`config.mk`:
```
export PLATFORM = sky130hd
export DESIGN_NAME = designbench_run_ctrl_flat
export DESIGN_NICKNAME = d
export VERILOG_FILES = /design/src/rtl/designbench_run_ctrl_if.sv /design/src/rtl/designbench_run_ctrl.sv /design/src/flat_wrapper.sv
export SDC_FILE = /design/constraint.sdc
export NUM_CORES = 1
export LEC_CHECK = 0
export BUFFER_PORTS_ARGS = -buffer_cell sky130_fd_sc_hd__buf_2
export CELL_PAD_IN_SITES_DETAIL_PLACEMENT = 0
export CELL_PAD_IN_SITES_GLOBAL_PLACEMENT = 1
export CORE_MARGIN = 1.5
export CORE_UTILIZATION = 35
export CTS_CLUSTER_DIAMETER = 80
export DETAILED_ROUTE_END_ITERATION = 6
export PLACE_DENSITY = 0.74
export SYNTH_ARGS = -nofsm -noshare
export SYNTH_HDL_FRONTEND = slang
export SYNTH_SLANG_ARGS = --single-unit
```
`constraint.sdc`:
```
create_clock -name clk -period 10.9 [get_ports clk]
set_input_delay 0.545 -clock clk [delete_from_list [all_inputs] [get_ports clk]]
set_output_delay 0.545 -clock clk [all_outputs]
set_load 0.02 [all_outputs]
```
`src/rtl/designbench_run_ctrl_if.sv`:
```
// Handshake bundle between a benchmark harness and the run controller.
// The harness side uses the master modport, the controller the slave modport.
interface designbench_run_ctrl_if #(
    parameter int unsigned CNT_W = 64
);
    logic             start_i;
    logic             done_req_i;
    logic             finish_ready_i;
    logic             running_o;
    logic             trace_en_o;
    logic             finish_valid_o;
    logic [CNT_W-1:0] cycles_o;
    logic [1:0]       status_o;

    modport master (
        output start_i, done_req_i, finish_ready_i,
        input  running_o, trace_en_o, finish_valid_o, cycles_o, status_o
    );

    modport slave (
        input  start_i, done_req_i, finish_ready_i,
        output running_o, trace_en_o, finish_valid_o, cycles_o, status_o
    );
endinterface

```
`src/rtl/designbench_run_ctrl.sv`:
```
// Benchmark run controller: counts RUN cycles, ends on done request or budget
// timeout, drains, then reports cycle count and status over valid/ready.
module designbench_run_ctrl #(
    parameter int unsigned     CNT_W        = 64,
    parameter longint unsigned MAX_CYCLES   = 64'd1000000,
    parameter int unsigned     DRAIN_CYCLES = 32'd16,
    parameter longint unsigned TRACE_START  = 64'd0,
    parameter longint unsigned TRACE_STOP   = 64'd0
) (
    input  logic                  clk,
    input  logic                  rst,
    designbench_run_ctrl_if.slave bus
);

    typedef enum logic [1:0] {
        ST_IDLE   = 2'd0,
        ST_RUN    = 2'd1,
        ST_DRAIN  = 2'd2,
        ST_REPORT = 2'd3
    } state_t;

    localparam int unsigned      DW         = $clog2(DRAIN_CYCLES + 32'd2);
    localparam logic [DW-1:0]    DRAIN_LAST = DW'(DRAIN_CYCLES);
    localparam logic [DW-1:0]    DRAIN_ONE  = DW'(1);
    localparam logic [CNT_W-1:0] CNT_ZERO   = {CNT_W{1'b0}};
    localparam logic [CNT_W-1:0] CNT_ONE    = CNT_W'(1);
    localparam logic [CNT_W-1:0] CNT_MAX    = {CNT_W{1'b1}};
    localparam logic [CNT_W-1:0] MAX_C      = CNT_W'(MAX_CYCLES);
    localparam logic [CNT_W-1:0] TS_C       = CNT_W'(TRACE_START);
    localparam logic [CNT_W-1:0] TP_C       = CNT_W'(TRACE_STOP);
    localparam bit               TIMEOUT_EN = (MAX_CYCLES != 64'd0);
    localparam bit               STOP_EN    = (TRACE_STOP != 64'd0);

    state_t           state_r;
    logic [CNT_W-1:0] cnt_r;
    logic [DW-1:0]    dcnt_r;
    logic [CNT_W-1:0] cycles_r;
    logic [1:0]       status_r;
    logic             running_r;
    logic             trace_r;
    logic             valid_r;
    logic [CNT_W-1:0] cnt_inc_s;
    logic             timeout_s;

    // Trace window test on a pre-increment counter value.
    function automatic logic in_window(input logic [CNT_W-1:0] c);
        return (c >= TS_C) && (!STOP_EN || (c < TP_C));
    endfunction

    // Saturating increment: unlimited runs pin at all-ones instead of wrapping.
    always_comb begin
        cnt_inc_s = cnt_r;
        if (cnt_r == CNT_MAX) begin
            cnt_inc_s = cnt_r;
        end else begin
            cnt_inc_s = cnt_r + CNT_ONE;
        end
    end

    // Budget expiry is judged on the post-increment count so cycles_o lands on MAX_CYCLES.
    always_comb begin
        timeout_s = 1'b0;
        if (TIMEOUT_EN && (cnt_inc_s == MAX_C)) begin
            timeout_s = 1'b1;
        end else begin
            timeout_s = 1'b0;
        end
    end

    // Run-control state machine with all outputs registered.
    always_ff @(posedge clk) begin
        if (rst) begin
            state_r   <= ST_IDLE;
            cnt_r     <= CNT_ZERO;
            dcnt_r    <= {DW{1'b0}};
            cycles_r  <= CNT_ZERO;
            status_r  <= 2'd0;
            running_r <= 1'b0;
            trace_r   <= 1'b0;
            valid_r   <= 1'b0;
        end else begin
            case (state_r)
                ST_IDLE: begin
                    if (bus.start_i) begin
                        state_r   <= ST_RUN;
                        cnt_r     <= CNT_ZERO;
                        running_r <= 1'b1;
                        trace_r   <= in_window(CNT_ZERO);
                    end
                end
                ST_RUN: begin
                    cnt_r <= cnt_inc_s;
                    if (bus.done_req_i || timeout_s) begin
                        state_r   <= ST_DRAIN;
                        cycles_r  <= cnt_inc_s;
                        status_r  <= {timeout_s, bus.done_req_i};
                        running_r <= 1'b0;
                        trace_r   <= 1'b0;
                        dcnt_r    <= {DW{1'b0}};
                    end else begin
                        trace_r <= in_window(cnt_inc_s);
                    end
                end
                ST_DRAIN: begin
                    // DRAIN always lasts DRAIN_CYCLES+1 cycles, so zero still reports next cycle.
                    if (dcnt_r == DRAIN_LAST) begin
                        state_r <= ST_REPORT;
                        valid_r <= 1'b1;
                    end else begin
                        dcnt_r <= dcnt_r + DRAIN_ONE;
                    end
                end
                ST_REPORT: begin
                    if (bus.finish_ready_i) begin
                        state_r <= ST_IDLE;
                        valid_r <= 1'b0;
                    end
                end
                default: begin
                    state_r   <= ST_IDLE;
                    cnt_r     <= CNT_ZERO;
                    dcnt_r    <= {DW{1'b0}};
                    cycles_r  <= CNT_ZERO;
                    status_r  <= 2'd0;
                    running_r <= 1'b0;
                    trace_r   <= 1'b0;
                    valid_r   <= 1'b0;
                end
            endcase
        end
    end

    assign bus.running_o      = running_r;
    assign bus.trace_en_o     = trace_r;
    assign bus.finish_valid_o = valid_r;
    assign bus.cycles_o       = cycles_r;
    assign bus.status_o       = status_r;

endmodule

```
`src/flat_wrapper.sv`:
```
// flat-port wrapper written by rule: the top's interface ports become plain ports
module designbench_run_ctrl_flat 
#(
    parameter int unsigned     CNT_W        = 64,
    parameter longint unsigned MAX_CYCLES   = 64'd1000000,
    parameter int unsigned     DRAIN_CYCLES = 32'd16,
    parameter longint unsigned TRACE_START  = 64'd0,
    parameter longint unsigned TRACE_STOP   = 64'd0
)
  (clk, rst, bus_start_i, bus_done_req_i, bus_finish_ready_i, bus_running_o, bus_trace_en_o, bus_finish_valid_o, bus_cycles_o, bus_status_o);
  designbench_run_ctrl_if #(.CNT_W(CNT_W)) bus_i ();
  input  logic clk;
  input  logic rst;
  input wire logic [$bits(bus_i.start_i)-1:0] bus_start_i;
  input wire logic [$bits(bus_i.done_req_i)-1:0] bus_done_req_i;
  input wire logic [$bits(bus_i.finish_ready_i)-1:0] bus_finish_ready_i;
  output wire logic [$bits(bus_i.running_o)-1:0] bus_running_o;
  output wire logic [$bits(bus_i.trace_en_o)-1:0] bus_trace_en_o;
  output wire logic [$bits(bus_i.finish_valid_o)-1:0] bus_finish_valid_o;
  output wire logic [$bits(bus_i.cycles_o)-1:0] bus_cycles_o;
  output wire logic [$bits(bus_i.status_o)-1:0] bus_status_o;
  assign bus_i.start_i = bus_start_i;
  assign bus_i.done_req_i = bus_done_req_i;
  assign bus_i.finish_ready_i = bus_finish_ready_i;
  assign bus_running_o = bus_i.running_o;
  assign bus_trace_en_o = bus_i.trace_en_o;
  assign bus_finish_valid_o = bus_i.finish_valid_o;
  assign bus_cycles_o = bus_i.cycles_o;
  assign bus_status_o = bus_i.status_o;
  designbench_run_ctrl #(.CNT_W(CNT_W), .MAX_CYCLES(MAX_CYCLES), .DRAIN_CYCLES(DRAIN_CYCLES), .TRACE_START(TRACE_START), .TRACE_STOP(TRACE_STOP)) u_core (.clk(clk), .rst(rst), .bus(bus_i));
endmodule
```
==> results of run 1 <==
[routing by layer]
layer  share of wire  wire (um)  vias to the layer above  track usage
li1                -          -                     4121            -
met1            0.45      14200                     4120        0.342
met2            0.44      13900                      419        0.372
met3           0.082       2590                       68       0.0485
met4           0.034       1070                        0       0.0888
met5               0          0                        -            0
[synthesized netlist by cell type (13+ instances only)]
library cell,count,share of area
a22oi_1,21,0.018
nor2_1,141,0.060
nand4_1,44,0.031
or3_1,16,0.011
dfxtp_1,140,0.32
inv_1,24,0.010
and4_1,13,0.013
clkbuf_1,60,0.026
nor3_1,39,0.022
nand2_1,136,0.058
mux2i_1,30,0.034
nand3_1,44,0.025
a21oi_1,61,0.035
xnor2_1,35,0.035
nor2b_1,34,0.024
buf_2,29,0.017
mux2_2,25,0.032
o21ai_0,49,0.028
nor4_1,22,0.016
o211ai_1,15,0.013
xor2_1,14,0.014
[report_power, final]
part / switching [uW] / internal (uW) / total [uW]
registers: 15.4 / 530 / 545
logic: 274 / 115 / 389
clock network: 246 / 391 / 637
[registers in the layout, indices dropped and copies added (netlist names)]
| name | count |
|---|---|
| u_core.bus.running_o | 1 |
| u_core.bus.cycles_o | 64 |
| u_core.bus.trace_en_o | 1 |
| u_core.state_r | 2 |
| u_core.cnt_r | 64 |
| u_core.dcnt_r | 5 |
| u_core.bus.finish_valid_o | 1 |
| u_core.bus.status_o | 2 |
[cells by family (layout without fill, tap and decap cells)]
family,after synthesis,in the layout,share of synthesized area
AOI/OAI and AO/OA,218,218,0.164
xor gates and xnor gates,49,49,0.0488
adders and majority gates,8,8,0.0114
buffers and inverters,118,139,0.0572
DFF,140,140,0.319
muxes,63,63,0.0799
other,0,1,0
and+or+nand+nor,550,550,0.320
[per-stage QoR]
| step | power (uW) | instances | cell area (um2) | setup WS (ns) |
|---|---|---|---|---|
| after floorplan | 831 | 1146 | 8790 | 7.17 |
| after global placement | 939 | 1459 | 9240 | 4.55 |
| after detailed placement | 941 | 1459 | 9240 | 4.61 |
| after CTS | 1580 | 1491 | 9880 | 4.54 |
| after global routing | 1640 | 1491 | 9880 | 4.02 |
| final | 1570 | 1492 | 9880 | 4.47 |
[critical path: stages (launching register included)]
cell and delay, ns:
dfxtp_1 0.50, nand4_1 0.51, nor4_1 0.43, buf_4 0.26
and3_1 0.88, a311oi_1 0.43, nor3_1 0.28, nand4_1 0.17
nor4_1 0.42, nand4_1 0.81, o21ai_4 1.19, mux2_2 0.43
[worst paths after layout]
path,end,startpoint,slack (ns),cells after the start
setup / recovery,u_core.bus.cycles_o[47],u_core.cnt_r[3],4.47,11
setup reg to reg,u_core.bus.cycles_o[47],u_core.cnt_r[3],4.47,11
hold reg to reg,u_core.bus.cycles_o[51],u_core.bus.cycles_o[51],0.45,2
hold / removal,u_core.bus.finish_valid_o,bus_finish_ready_i,0.42,4
[cell type report]
class | instances | area, um2
multi-input cells | 888 | 5500
fillers | 2518 | 14600
inverters | 24 | 90.1
well taps | 324 | 405
repair buffers | 83 | 443
flip-flops and latches | 140 | 2800
clock buffers | 19 | 443
clock inverters | 13 | 189
diodes | 1 | 2.50
==> impl_metrics.json, run 1 <==
{
  "synth_edf_count": 0,
  "initial_core_util": 0.359,
  "first_iter_violations": 1048,
  "std_cell_rows": 57,
  "cts_buffer_depth": 2,
  "drive_above_1_share": 0.154,
  "crit_required_ns": 11.23,
  "final_cell_mix": "140 x dfxtp_1, 139 x nor2_1, 136 x nand2_1",
  "syn_area_mm2": 0.00879,
  "nNetsFinal": 1167,
  "chipWidth_um": 161,
  "track_usage": 0.245,
  "synth_cells": 1146,
  "power_density_mw_per_mm2": 159,
  "worstSetupPathType": "register to register",
  "synth_cell_type_count": 67,
  "first_pass_iters": 6,
  "period_share": 0.590,
  "path_clk_slew_ns": 0.07,
  "worst_pin_slew_ns": 1.15,
  "maxCapViolCount": 0,
  "setup_tns_ns": 0,
  "cts_resized": 0,
  "hold_path_class": "primary input to register",
  "port_buffers": 73,
  "fp.dieArea_mm2": 0.0261,
  "via_count": 8728,
  "clock_latency_ns": 0.44,
  "hold_slack_ns": 0.417,
  "cts-root-buf": "clkbuf_16",
  "wl_per_cell_um": 21.3,
  "ys_seq_area_frac": 0.319,
  "drc": 0,
  "io_pins": 74,
  "final_util": 0.404,
  "critPathMaxFanout": 31,
  "yosys_warnings": 0,
  "layout_min_cycle_time_ns": 6.43,
  "cts-hold-fix-buffers": 0,
  "cts_setup_buffers": 0,
  "vdd_drop_max_mv": 0.196,
  "max_freq_ghz": 0.156,
  "slew_violations": 0,
  "arrival_ns": 6.76,
  "hold_viol": 0,
  "avgViaCountPerCell": 5.85,
  "grt_pass1_vias": 8075,
  "dp_hpwl_mm": 22.4,
  "synth_nets": 1159,
  "place.gp.congestion": 0.940,
  "cts_tree": "done",
  "grt_max_degree": 72,
  "ys_seq_elements": 140,
  "grt-ovfl-total": 0,
  "clock_sinks": 140,
  "setup_viol": 0,
  "antenna_found_initial": 1,
  "rsz0062_at_grt": "false",
  "slew_headroom": 0.233,
  "cts_buffers": 17,
  "antenna_left": 0,
  "end_kind": "register",
  "core_mm2": 0.0245,
  "synthFlopType": "dfxtp_1",
  "skew_ns": 0.0126,
  "routed_wl_mm": 31.7,
  "leakage_uw": 0.00365,
  "synthArstFlopShare": 0,
  "die_height_um": 161,
  "grt_pass1_wl_mm": 49.0,
  "area_growth_pct": 12.4,
  "startpoint_type": "register",
  "status": "completed",
  "h-tree-depth": 4,
  "layout_commonest_cell": "dfxtp_1",
  "avgSynthCellArea_um2": 7.67
}
Note: power is estimated with default switching activity, not from simulation.
==> run 2: changes to the inputs <==
Settings changed: ABC_AREA from default to 1, PLACE_DENSITY 0.74 to 0.81.
Clock period 10.9 ns to 5.45 ns, I/O delays scaled along.
==> run 2 against run 1 <==
Die area fell by 9.5%. Maximum frequency increased by 54%. Non-clock buffer count increased by 13. Utilization up 1.2 points.
==> impl_metrics.json, run 2 <==
{
  "status": "completed",
  "cts_buffers": 17,
  "grt_pass1_wl_mm": 45.5,
  "setup_viol": 0,
  "startpoint_type": "register",
  "met1_usage": 0.328,
  "cts-root-buf": "clkbuf_16",
  "chipWidth_um": 154,
  "first_pass_iters": 5,
  "fp.dieArea_mm2": 0.0236,
  "h-tree-depth": 4,
  "antenna_left": 0,
  "rsz0062_at_grt": "false",
  "skew_ns": 0.00820,
  "top_usage_layer": "met2",
  "clock_sinks": 140,
  "rr_worst_depth": 18,
  "final-seq-area_mm2": 0.00280,
  "final_util": 0.415,
  "leakage_uw": 0.00353,
  "power_density_mw_per_mm2": 332,
  "first_iter_violations": 742,
  "met3_usage": 0.0428,
  "intPower_uw": 1950,
  "drc": 0,
  "grt-ovfl-total": 0,
  "layout_commonest_cell": "nand2_1",
  "crit_required_ns": 5.81,
  "hold_path_class": "primary input to register",
  "syn_area_mm2": 0.00794,
  "ys_seq_area_frac": 0.353,
  "avgViaCountPerCell": 5.22,
  "synth_cell_type_count": 30,
  "max_freq_ghz": 0.239,
  "area_growth_pct": 15.2,
  "cts_setup_buffers": 0,
  "via_count": 8712,
  "cts_tree": "done",
  "clockPowerShare": 0.369,
  "synthArstFlopShare": 0,
  "slew_headroom": 0.221,
  "critPathMaxFanout": 40,
  "worstSetupPathType": "register to register",
  "holdPathStages": 3,
  "port_buffers": 73,
  "arrival_ns": 4.54,
  "cts-hold-fix-buffers": 0,
  "end_kind": "register",
  "ys_seq_elements": 140,
  "setup_tns_ns": 0,
  "std_cell_rows": 54,
  "synthFlopType": "dfxtp_1",
  "core_mm2": 0.0220,
  "yosysTopAreaCell": "dfxtp_1",
  "dp_hpwl_mm": 22.5,
  "combinationalPowerShare": 0.247,
  "worstSetupStartpoint": "u_core.cnt_r[0]",
  "nFillCells": 2414,
  "die_height_um": 154,
  "diodes": 0,
  "place.gp.congestion": 0.965,
  "switching_power_uw": 1100,
  "routed_wl_mm": 29.5,
  "final_cell_mix": "443 x nand2_1, 256 x nor2_1, 140 x dfxtp_1",
  "avgSynthCellArea_um2": 6.04,
  "cts_buffer_depth": 2,
  "p_sw_frac": 0.360,
  "worst_pin_slew_ns": 1.17,
  "multi_input_area_mm2": 0.00456,
  "vdd_drop_max_mv": 0.181,
  "grt_pass1_vias": 8022,
  "nNetsFinal": 1390,
  "clock_latency_ns": 0.43,
  "wl_per_cell_um": 17.7,
  "synth_edf_count": 0,
  "yosysMostFrequentCell": "nand2_1",
  "power_frac_seq": 0.384,
  "yosys_warnings": 0,
  "r2r-start": "u_core.cnt_r[0]",
  "synth.top_cell.area_share": 0.353,
  "antenna_found_initial": 0,
  "yosys-top-cells-count": "444 x nand2_1, 257 x nor2_1, 140 x dfxtp_1",
  "drive_above_1_share": 0.112,
  "path_clk_slew_ns": 0.06,
  "synth.area.top_cells": "dfxtp_1 35%, nand2_1 21%, nor2_1 12%",
  "synth_cells": 1314,
  "layout_min_cycle_time_ns": 4.18,
  "io_pins": 74,
  "cts_resized": 0,
  "maxCapViolCount": 0,
  "min_from": "bus_done_req_i",
  "total_power_uw": 3040,
  "initial_core_util": 0.360,
  "track_usage": 0.252,
  "grtUsageMet2": 0.404,
  "period_share": 0.766,
  "grt_max_degree": 66,
  "hold_viol": 0,
  "slew_violations": 0,
  "synth_nets": 1327
}
## run 2: changes by cell type after synthesis, sizes merged, moves of 33 or more
cell and delta:
mux2 -33, nor2b -34, nand3 +36, nor3 -35
nand2 +314, a21oi +48, nor2 +121, clkbuf -33
inv +62
## run 2: path summary, 6_finish.rpt
| kind | end | slack (ns) |
|---|---|---|
| setup / recovery | u_core.bus.cycles_o[9] | 1.27 |
| hold / removal | u_core.bus.status_o[0] | 0.17 |
| setup reg to reg | u_core.bus.cycles_o[9] | 1.27 |
| hold reg to reg | u_core.bus.cycles_o[29] | 0.46 |
## run 2: critical path: stages, from the launching register on
cell	delay [ns]
dfxtp_1	0.50
ha_1	0.39
nand2_1	0.14
nor2_4	0.19
nand2_4	0.11
nor2_1	0.41
nand2_1	0.25
nand2_1	0.11
nand3_1	0.27
nor2_1	0.18
nand2_1	0.07
nor2_1	0.27
nand2_1	0.08
nor2_1	0.15
nand2_2	0.11
a21oi_4	0.39
buf_12	0.26
nand2_1	0.09
a21oi_1	0.12
## run 2: power by group through the flow
stage / registers (uW) / clock network, uW / logic, uW
finish: 1170 / 1120 / 752
detailed placement: 1190 / 0 / 751
global route: 1170 / 1180 / 839
floorplan: 1240 / 0 / 492
CTS: 1160 / 1140 / 756
global placement: 1190 / 0 / 748
## run 2: metrics by stage
stage | setup WS [ns] | instances | hold WS (ns) | area (um2)
after global placement | 1.47 | 1638 | 0.450 | 8590
final | 1.27 | 1669 | 0.171 | 9150
after floorplan | 2.63 | 1314 | 0.435 | 7940
after CTS | 1.36 | 1669 | 0.168 | 9150
after detailed placement | 1.36 | 1638 | 0.452 | 8590
after global routing | 0.972 | 1669 | 0.181 | 9150
## run 2: routing by layer
metal	part of all wire	up-vias
met4	0.042	0
met2	0.45	346
met5	0	-
met1	0.44	4000
li1	-	4305
met3	0.069	61
## run 2: cell type report
type | instances | area share
timing repair buffer | 96 | 0.0604
clock buffer | 18 | 0.0480
clock inverter | 13 | 0.0127
tap | 280 | 0.0383
multi-input combinational | 1036 | 0.499
inverter | 86 | 0.0353
sequential | 140 | 0.306
## run 2: kinds of logic (layout without fill, tap and decap cells)
family	after synthesis	after routing	share of synthesized area
flops	140	140	0.353
simple gates	845	845	0.434
compound gates	163	163	0.105
fa+ha+maj	8	8	0.0126
xor+xnor	20	20	0.0221
buf+inv	138	213	0.0734
